`src/rtl/mc_ctrl_pkg.sv`:
```
// Shared encodings for the multicycle MIPS-subset controller and datapath.
// Holds the state encoding, the opcode constants, the datapath mux select
// encodings and the control-word bundle produced by mc_ctrl_decode.
package mc_ctrl_pkg;

  localparam int OPW_DEF = 6;
  localparam int STW_DEF = 4;

  // Controller states; 13..15 are unreachable encodings.
  typedef enum logic [3:0] {
    S_FETCH  = 4'd0,
    S_DECODE = 4'd1,
    S_MEMADR = 4'd2,
    S_MEMRD  = 4'd3,
    S_MEMWB  = 4'd4,
    S_MEMWR  = 4'd5,
    S_EXEC   = 4'd6,
    S_ALUWB  = 4'd7,
    S_BRANCH = 4'd8,
    S_JUMP   = 4'd9,
    S_ADDIEX = 4'd10,
    S_ADDIWB = 4'd11,
    S_TRAP   = 4'd12
  } state_e;

  // Opcodes (IR[31:26]).
  localparam logic [5:0] OP_LW    = 6'b100011;
  localparam logic [5:0] OP_SW    = 6'b101011;
  localparam logic [5:0] OP_RTYPE = 6'b000000;
  localparam logic [5:0] OP_BEQ   = 6'b000100;
  localparam logic [5:0] OP_J     = 6'b000010;
  localparam logic [5:0] OP_ADDI  = 6'b001000;

  // ALU A-side source.
  localparam logic [1:0] SRCA_PC   = 2'd0;
  localparam logic [1:0] SRCA_A    = 2'd1;
  localparam logic [1:0] SRCA_ZERO = 2'd2;

  // ALU B-side source.
  localparam logic [1:0] SRCB_B       = 2'd0;
  localparam logic [1:0] SRCB_FOUR    = 2'd1;
  localparam logic [1:0] SRCB_IMM     = 2'd2;
  localparam logic [1:0] SRCB_IMM_SH2 = 2'd3;

  // ALU operation class.
  localparam logic [1:0] ALUOP_ADD   = 2'd0;
  localparam logic [1:0] ALUOP_SUB   = 2'd1;
  localparam logic [1:0] ALUOP_FUNCT = 2'd2;

  // Next-PC source.
  localparam logic [1:0] PCSRC_ALU    = 2'd0;
  localparam logic [1:0] PCSRC_ALUOUT = 2'd1;
  localparam logic [1:0] PCSRC_JUMP   = 2'd2;

  // Full control word for one state (PCEn is derived separately with Zero).
  typedef struct packed {
    logic       pc_write;
    logic       pc_write_cond;
    logic       iord;
    logic       mem_read;
    logic       mem_write;
    logic       ir_write;
    logic       mem_to_reg;
    logic       reg_dst;
    logic       reg_write;
    logic [1:0] alu_src_a;
    logic [1:0] alu_src_b;
    logic [1:0] alu_op;
    logic [1:0] pc_source;
    logic       illegal_op;
  } ctrl_t;

endpackage

```
`src/rtl/mc_ctrl_decode.sv`:
```
// Pure combinational State -> control-word decoder for multicycle_control.
// Ports:
//   state_i : current controller state
//   ctrl_o  : every datapath select/enable for that state (unlisted fields 0)
// Optional feature macro: ILLEGAL_TRAP_EN (TRAP state raises illegal_op).
module mc_ctrl_decode
  import mc_ctrl_pkg::*;
(
  input  state_e state_i,
  output ctrl_t  ctrl_o
);

  // Moore decode: start from an all-zero word so only listed fields are set.
  always_comb begin
    ctrl_o = '0;
    case (state_i)
      S_FETCH: begin
        ctrl_o.mem_read  = 1'b1;
        ctrl_o.ir_write  = 1'b1;
        ctrl_o.alu_src_a = SRCA_PC;
        ctrl_o.alu_src_b = SRCB_FOUR;
        ctrl_o.alu_op    = ALUOP_ADD;
        ctrl_o.pc_source = PCSRC_ALU;
        ctrl_o.pc_write  = 1'b1;
      end
      S_DECODE: begin
        // Speculative branch target into ALUOut.
        ctrl_o.alu_src_a = SRCA_PC;
        ctrl_o.alu_src_b = SRCB_IMM_SH2;
        ctrl_o.alu_op    = ALUOP_ADD;
      end
      S_MEMADR: begin
        ctrl_o.alu_src_a = SRCA_A;
        ctrl_o.alu_src_b = SRCB_IMM;
        ctrl_o.alu_op    = ALUOP_ADD;
      end
      S_MEMRD: begin
        ctrl_o.mem_read = 1'b1;
        ctrl_o.iord     = 1'b1;
      end
      S_MEMWB: begin
        ctrl_o.reg_write  = 1'b1;
        ctrl_o.mem_to_reg = 1'b1;
        ctrl_o.reg_dst    = 1'b0;
      end
      S_MEMWR: begin
        ctrl_o.mem_write = 1'b1;
        ctrl_o.iord      = 1'b1;
      end
      S_EXEC: begin
        ctrl_o.alu_src_a = SRCA_A;
        ctrl_o.alu_src_b = SRCB_B;
        ctrl_o.alu_op    = ALUOP_FUNCT;
      end
      S_ALUWB: begin
        ctrl_o.reg_write  = 1'b1;
        ctrl_o.reg_dst    = 1'b1;
        ctrl_o.mem_to_reg = 1'b0;
      end
      S_BRANCH: begin
        ctrl_o.alu_src_a     = SRCA_A;
        ctrl_o.alu_src_b     = SRCB_B;
        ctrl_o.alu_op        = ALUOP_SUB;
        ctrl_o.pc_write_cond = 1'b1;
        ctrl_o.pc_source     = PCSRC_ALUOUT;
      end
      S_JUMP: begin
        ctrl_o.pc_write  = 1'b1;
        ctrl_o.pc_source = PCSRC_JUMP;
      end
      S_ADDIEX: begin
        ctrl_o.alu_src_a = SRCA_A;
        ctrl_o.alu_src_b = SRCB_IMM;
        ctrl_o.alu_op    = ALUOP_ADD;
      end
      S_ADDIWB: begin
        ctrl_o.reg_write  = 1'b1;
        ctrl_o.reg_dst    = 1'b0;
        ctrl_o.mem_to_reg = 1'b0;
      end
      S_TRAP: begin
`ifdef ILLEGAL_TRAP_EN
        ctrl_o.illegal_op = 1'b1;
`else
        ctrl_o.illegal_op = 1'b0;
`endif
      end
      default: begin
        // Unreachable encodings: every strobe stays 0.
        ctrl_o = '0;
      end
    endcase
  end

endmodule

```
`src/rtl/multicycle_control.sv`:
```
// Moore control FSM sequencing the multicycle MIPS-subset datapath.
// Holds the state register and next-state logic; per-state outputs come from
// mc_ctrl_decode. Only PCEn additionally depends on the Zero input.
// Ports: clk/reset (sync, active-high), Op (IR opcode), Zero (ALU flag);
//   outputs PCWrite, PCWriteCond, PCEn, IorD, MemRead, MemWrite, IRWrite,
//   MemtoReg, RegDst, RegWrite, ALUSrcA, ALUSrcB, ALUOp, PCSource,
//   State (debug) and IllegalOp.
// Optional feature macro: ILLEGAL_TRAP_EN -- unknown opcodes enter a sticky
//   TRAP state with IllegalOp=1; when undefined they act as a 2-cycle NOP.
module multicycle_control
  import mc_ctrl_pkg::*;
#(
  parameter int OPW = 6,
  parameter int STW = 4
) (
  input  logic           clk,
  input  logic           reset,
  input  logic [OPW-1:0] Op,
  input  logic           Zero,
  output logic           PCWrite,
  output logic           PCWriteCond,
  output logic           PCEn,
  output logic           IorD,
  output logic           MemRead,
  output logic           MemWrite,
  output logic           IRWrite,
  output logic           MemtoReg,
  output logic           RegDst,
  output logic           RegWrite,
  output logic [1:0]     ALUSrcA,
  output logic [1:0]     ALUSrcB,
  output logic [1:0]     ALUOp,
  output logic [1:0]     PCSource,
  output logic [STW-1:0] State,
  output logic           IllegalOp
);

  state_e state_q;
  state_e state_d;
  ctrl_t  ctrl_s;

  // State register; reset overrides any in-flight transition.
  always_ff @(posedge clk) begin
    if (reset) begin
      state_q <= S_FETCH;
    end else begin
      state_q <= state_d;
    end
  end

  // Next-state logic; Op is only consulted in DECODE and MEMADR.
  always_comb begin
    state_d = S_FETCH;
    case (state_q)
      S_FETCH:  state_d = S_DECODE;
      S_DECODE: begin
        case (Op)
          OP_LW, OP_SW: state_d = S_MEMADR;
          OP_RTYPE:     state_d = S_EXEC;
          OP_BEQ:       state_d = S_BRANCH;
          OP_J:         state_d = S_JUMP;
          OP_ADDI:      state_d = S_ADDIEX;
`ifdef ILLEGAL_TRAP_EN
          default:      state_d = S_TRAP;
`else
          default:      state_d = S_FETCH;
`endif
        endcase
      end
      S_MEMADR: begin
        if (Op == OP_LW) begin
          state_d = S_MEMRD;
        end else begin
          state_d = S_MEMWR;
        end
      end
      S_MEMRD:  state_d = S_MEMWB;
      S_EXEC:   state_d = S_ALUWB;
      S_ADDIEX: state_d = S_ADDIWB;
`ifdef ILLEGAL_TRAP_EN
      S_TRAP:   state_d = S_TRAP;
`else
      S_TRAP:   state_d = S_FETCH;
`endif
      default:  state_d = S_FETCH;
    endcase
  end

  mc_ctrl_decode u_decode (
    .state_i (state_q),
    .ctrl_o  (ctrl_s)
  );

  assign PCWrite     = ctrl_s.pc_write;
  assign PCWriteCond = ctrl_s.pc_write_cond;
  assign PCEn        = ctrl_s.pc_write | (ctrl_s.pc_write_cond & Zero);
  assign IorD        = ctrl_s.iord;
  assign MemRead     = ctrl_s.mem_read;
  assign MemWrite    = ctrl_s.mem_write;
  assign IRWrite     = ctrl_s.ir_write;
  assign MemtoReg    = ctrl_s.mem_to_reg;
  assign RegDst      = ctrl_s.reg_dst;
  assign RegWrite    = ctrl_s.reg_write;
  assign ALUSrcA     = ctrl_s.alu_src_a;
  assign ALUSrcB     = ctrl_s.alu_src_b;
  assign ALUOp       = ctrl_s.alu_op;
  assign PCSource    = ctrl_s.pc_source;
  assign State       = STW'(state_q);
  assign IllegalOp   = ctrl_s.illegal_op;

endmodule

```
`config.mk`:
```
export PLATFORM = sky130hd
export DESIGN_NAME = multicycle_control
export DESIGN_NICKNAME = d
export VERILOG_FILES = /design/src/rtl/mc_ctrl_pkg.sv /design/src/rtl/mc_ctrl_decode.sv /design/src/rtl/multicycle_control.sv
export SDC_FILE = /design/constraint.sdc
export NUM_CORES = 1
export LEC_CHECK = 0
export CAP_MARGIN = 25
export CORE_MARGIN = 3
export CORE_UTILIZATION = 32
export CTS_CLUSTER_SIZE = 16
export DETAILED_ROUTE_END_ITERATION = 6
export GPL_ROUTABILITY_DRIVEN = 0
export GPL_TIMING_DRIVEN = 0
export HOLD_SLACK_MARGIN = 0.12
export PLACE_DENSITY_LB_ADDON = 0.08
export SLEW_MARGIN = 20
export SYNTH_ARGS = -nofsm -noshare
export SYNTH_HDL_FRONTEND = slang
export SYNTH_SLANG_ARGS = --single-unit
```
`constraint.sdc`:
```
create_clock -name clk -period 1.2 [get_ports clk]
set_input_delay 0.18 -clock clk [delete_from_list [all_inputs] [get_ports clk]]
set_output_delay 0.18 -clock clk [all_outputs]
set_load 0.005 [all_outputs]
```
==> metrics.cfg <==
[run_status]
run_status = finished with violations
violations = negative setup slack

[timing]
rsz0062_at_grt = yes
fin_crit_ps = 1590
skew_ps = 5.34
setup_viol = 21
hold_viol = 0
fin_ws_ps = -387
fin_crit_sh = 1.32
slew_violations = 0
achievable-frequency_mhz = 630

[power]
ir_drop_v = 0.000357
p_leak_uw = 0.000577
power_uw = 538
powerDensity_mw_per_mm2 = 419

[detailed_routing]
wl_met1_um = 1010
vias_per_cell = 6.00
wl_per_cell_um = 20.1
wl_um = 2890
wl_met3_um = 310
dr_wl_met2_um = 1410
first_pass_iters = 4
top_layer_used = met4
ant_nets = 0
drc = 0
detail_route.iter0.violations = 20
vias = 864

[cells_and_area]
syn2layout_area_growth_pct = 152
design_area_mm2 = 0.00128
nets = 140
largest_reg_flops = 4
num_antenna_cells = 0
drive_above_1_share = 0.682
fin_util = 0.919

[cts]
cts_tree = done
clk_latency_ps = 250
htree_levels = 1
cts.sinks = 4
cts_buffer_depth = 2
clk_pin_slew_worst_paths_ps = 40
numCtsBuffers = 3
cts_root_buf = clkbuf_4

[global_routing]
grt_max_degree = 9
grt-ovfl-total = 0
grt_antenna_before_repair = 0
grt_first_pass_wirelength_um = 3480
grt_pass1_vias = 719
grt_use_total = 0.228

[flow_run]
drv_cap = 0

[floorplan]
start_util = 0.365
dieWidth_um = 45.9
rows = 13
die_y_um = 45.9
ios = 32
core_area_mm2 = 0.00140
design.die.area_mm2 = 0.00211

[synthesis]
yosys_warnings = 0
avgSynthCellArea_um2 = 7.51
seq_area_frac_synth = 0.157
synth_edf_count = 0
synth_area_um2 = 510
synth-async-reset-ratio = 0
synth-main-ff-cell = dfxtp_1
ys_ff_latch = 4
synthDistinctLibCells = 32
syn_inst = 68

[critical_path]
worst_ep_arrival_time_ps = 1410
worstPathRequired_ps = 1020
endpoint_kind = primary output
cp-start-kind = register
worst-setup-path-type = reg2out
path_max_fanout = 7

[placement]
dp_hpwl_um = 1190
dp_slack_ps = -648
portBuffers = 29
place_area_um2 = 852

[worst_hold_path]
hp-class = reg2reg

-- report_power, final --
| part | total (µW) | leakage (µW) | internal (µW) | switching (µW) |
|---|---|---|---|---|
| clock | 183 | 0.0000138 | 113 | 69.7 |
| combinational | 216 | 0.000528 | 117 | 98.3 |
| sequential | 140 | 0.0000355 | 131 | 9.04 |
| total | 538 | 0.000577 | 361 | 177 |
-- layer usage --
layer  up-vias  global-route usage
met4         0              0.0227
met2        70               0.442
met3        18              0.0474
li1        378                   -
met1       398               0.255
met5         -                   0
-- Yosys cell counts (all sizes together), types with 3 or more instances --
cell type  n  share of area
a221oi     3          0.076
buf        7          0.093
nand2b     5          0.061
nor2       8          0.059
nand2      3          0.022
nor3b      4          0.059
dfxtp      4           0.16
nor3       7          0.069
-- cell type report --
class	instances	area (µm²)
multi-input cells	57	561
repair buffers	58	505
fillers	57	114
flip-flops and latches	4	95.1
plain buffers	7	82.6
clock buffers	3	22.5
well taps	15	18.8
-- placed cells by master (no fill, tap or decap), drive strengths merged --
master         instances
a211o                  2
a21o                   1
a21oi                  2
a221oi                 3
and2                   1
and3                   1
buf                   53
clkbuf                 3
clkdlybuf4s15          1
clkdlybuf4s50          8
conb                   2
dfxtp                  4
dlygate4sd2            3
nand2                  3
nand2b                 5
nand3b                 1
nand4                  1
nand4b                 1
nor2                   8
nor2b                  1
nor3                   7
nor3b                  4
nor4                   1
nor4b                  2
nor4bb                 1
o2111ai                1
o211ai                 1
o21ai                  2
o32ai                  1
or2                    2
xnor2                  1
xor2                   2
-- final timing paths --
path	startpoint	end	slack [ps]	cells after the start
worst max register to register	State[1]	State[2]	-360	4
worst min-delay path	State[3]	State[0]	650	2
worst min register to register	State[3]	State[0]	650	2
worst max-delay path	State[2]	ALUSrcA[0]	-390	6
-- stage by stage --
step | cells | setup TNS (ps) | hold WS, ps
floorplan | 69 | 0 | 246
global placement | 113 | -8460 | 568
detailed placement | 113 | -9020 | 593
CTS | 135 | -3460 | 623
global route | 144 | -6380 | 678
finish | 144 | -5230 | 653
-- what timing repair did --
item | in CTS | in global routing
endpoints found under the hold margin | 0 | 0
hold buffers | 0 | 0
cloned | 1 | 0
pin swaps | 10 | 7
endpoints found under the setup margin | 25 | 21
gates resized for setup | 116 | 14
buffers inserted | 19 | 9
-- worst max-delay path, stage by stage (launching register included) --
cell and delay, ps:
dfxtp_4 350, buf_8 120, buf_12 140, buf_6 110, nand2_4 50, nor3b_2 210, buf_2 170
-- logic make-up (layout without fill, tap and decap cells) --
logic type | Yosys count | after routing | share of synthesized area
AOI/OAI and AO/OA | 13 | 13 | 0.213
xor gates and xnor gates | 3 | 3 | 0.0515
buffers and inverters | 8 | 68 | 0.100
DFF | 4 | 4 | 0.157
other | 1 | 2 | 0.00735
and+or+nand+nor | 39 | 39 | 0.471
Note: power is estimated with default switching activity, not from simulation.
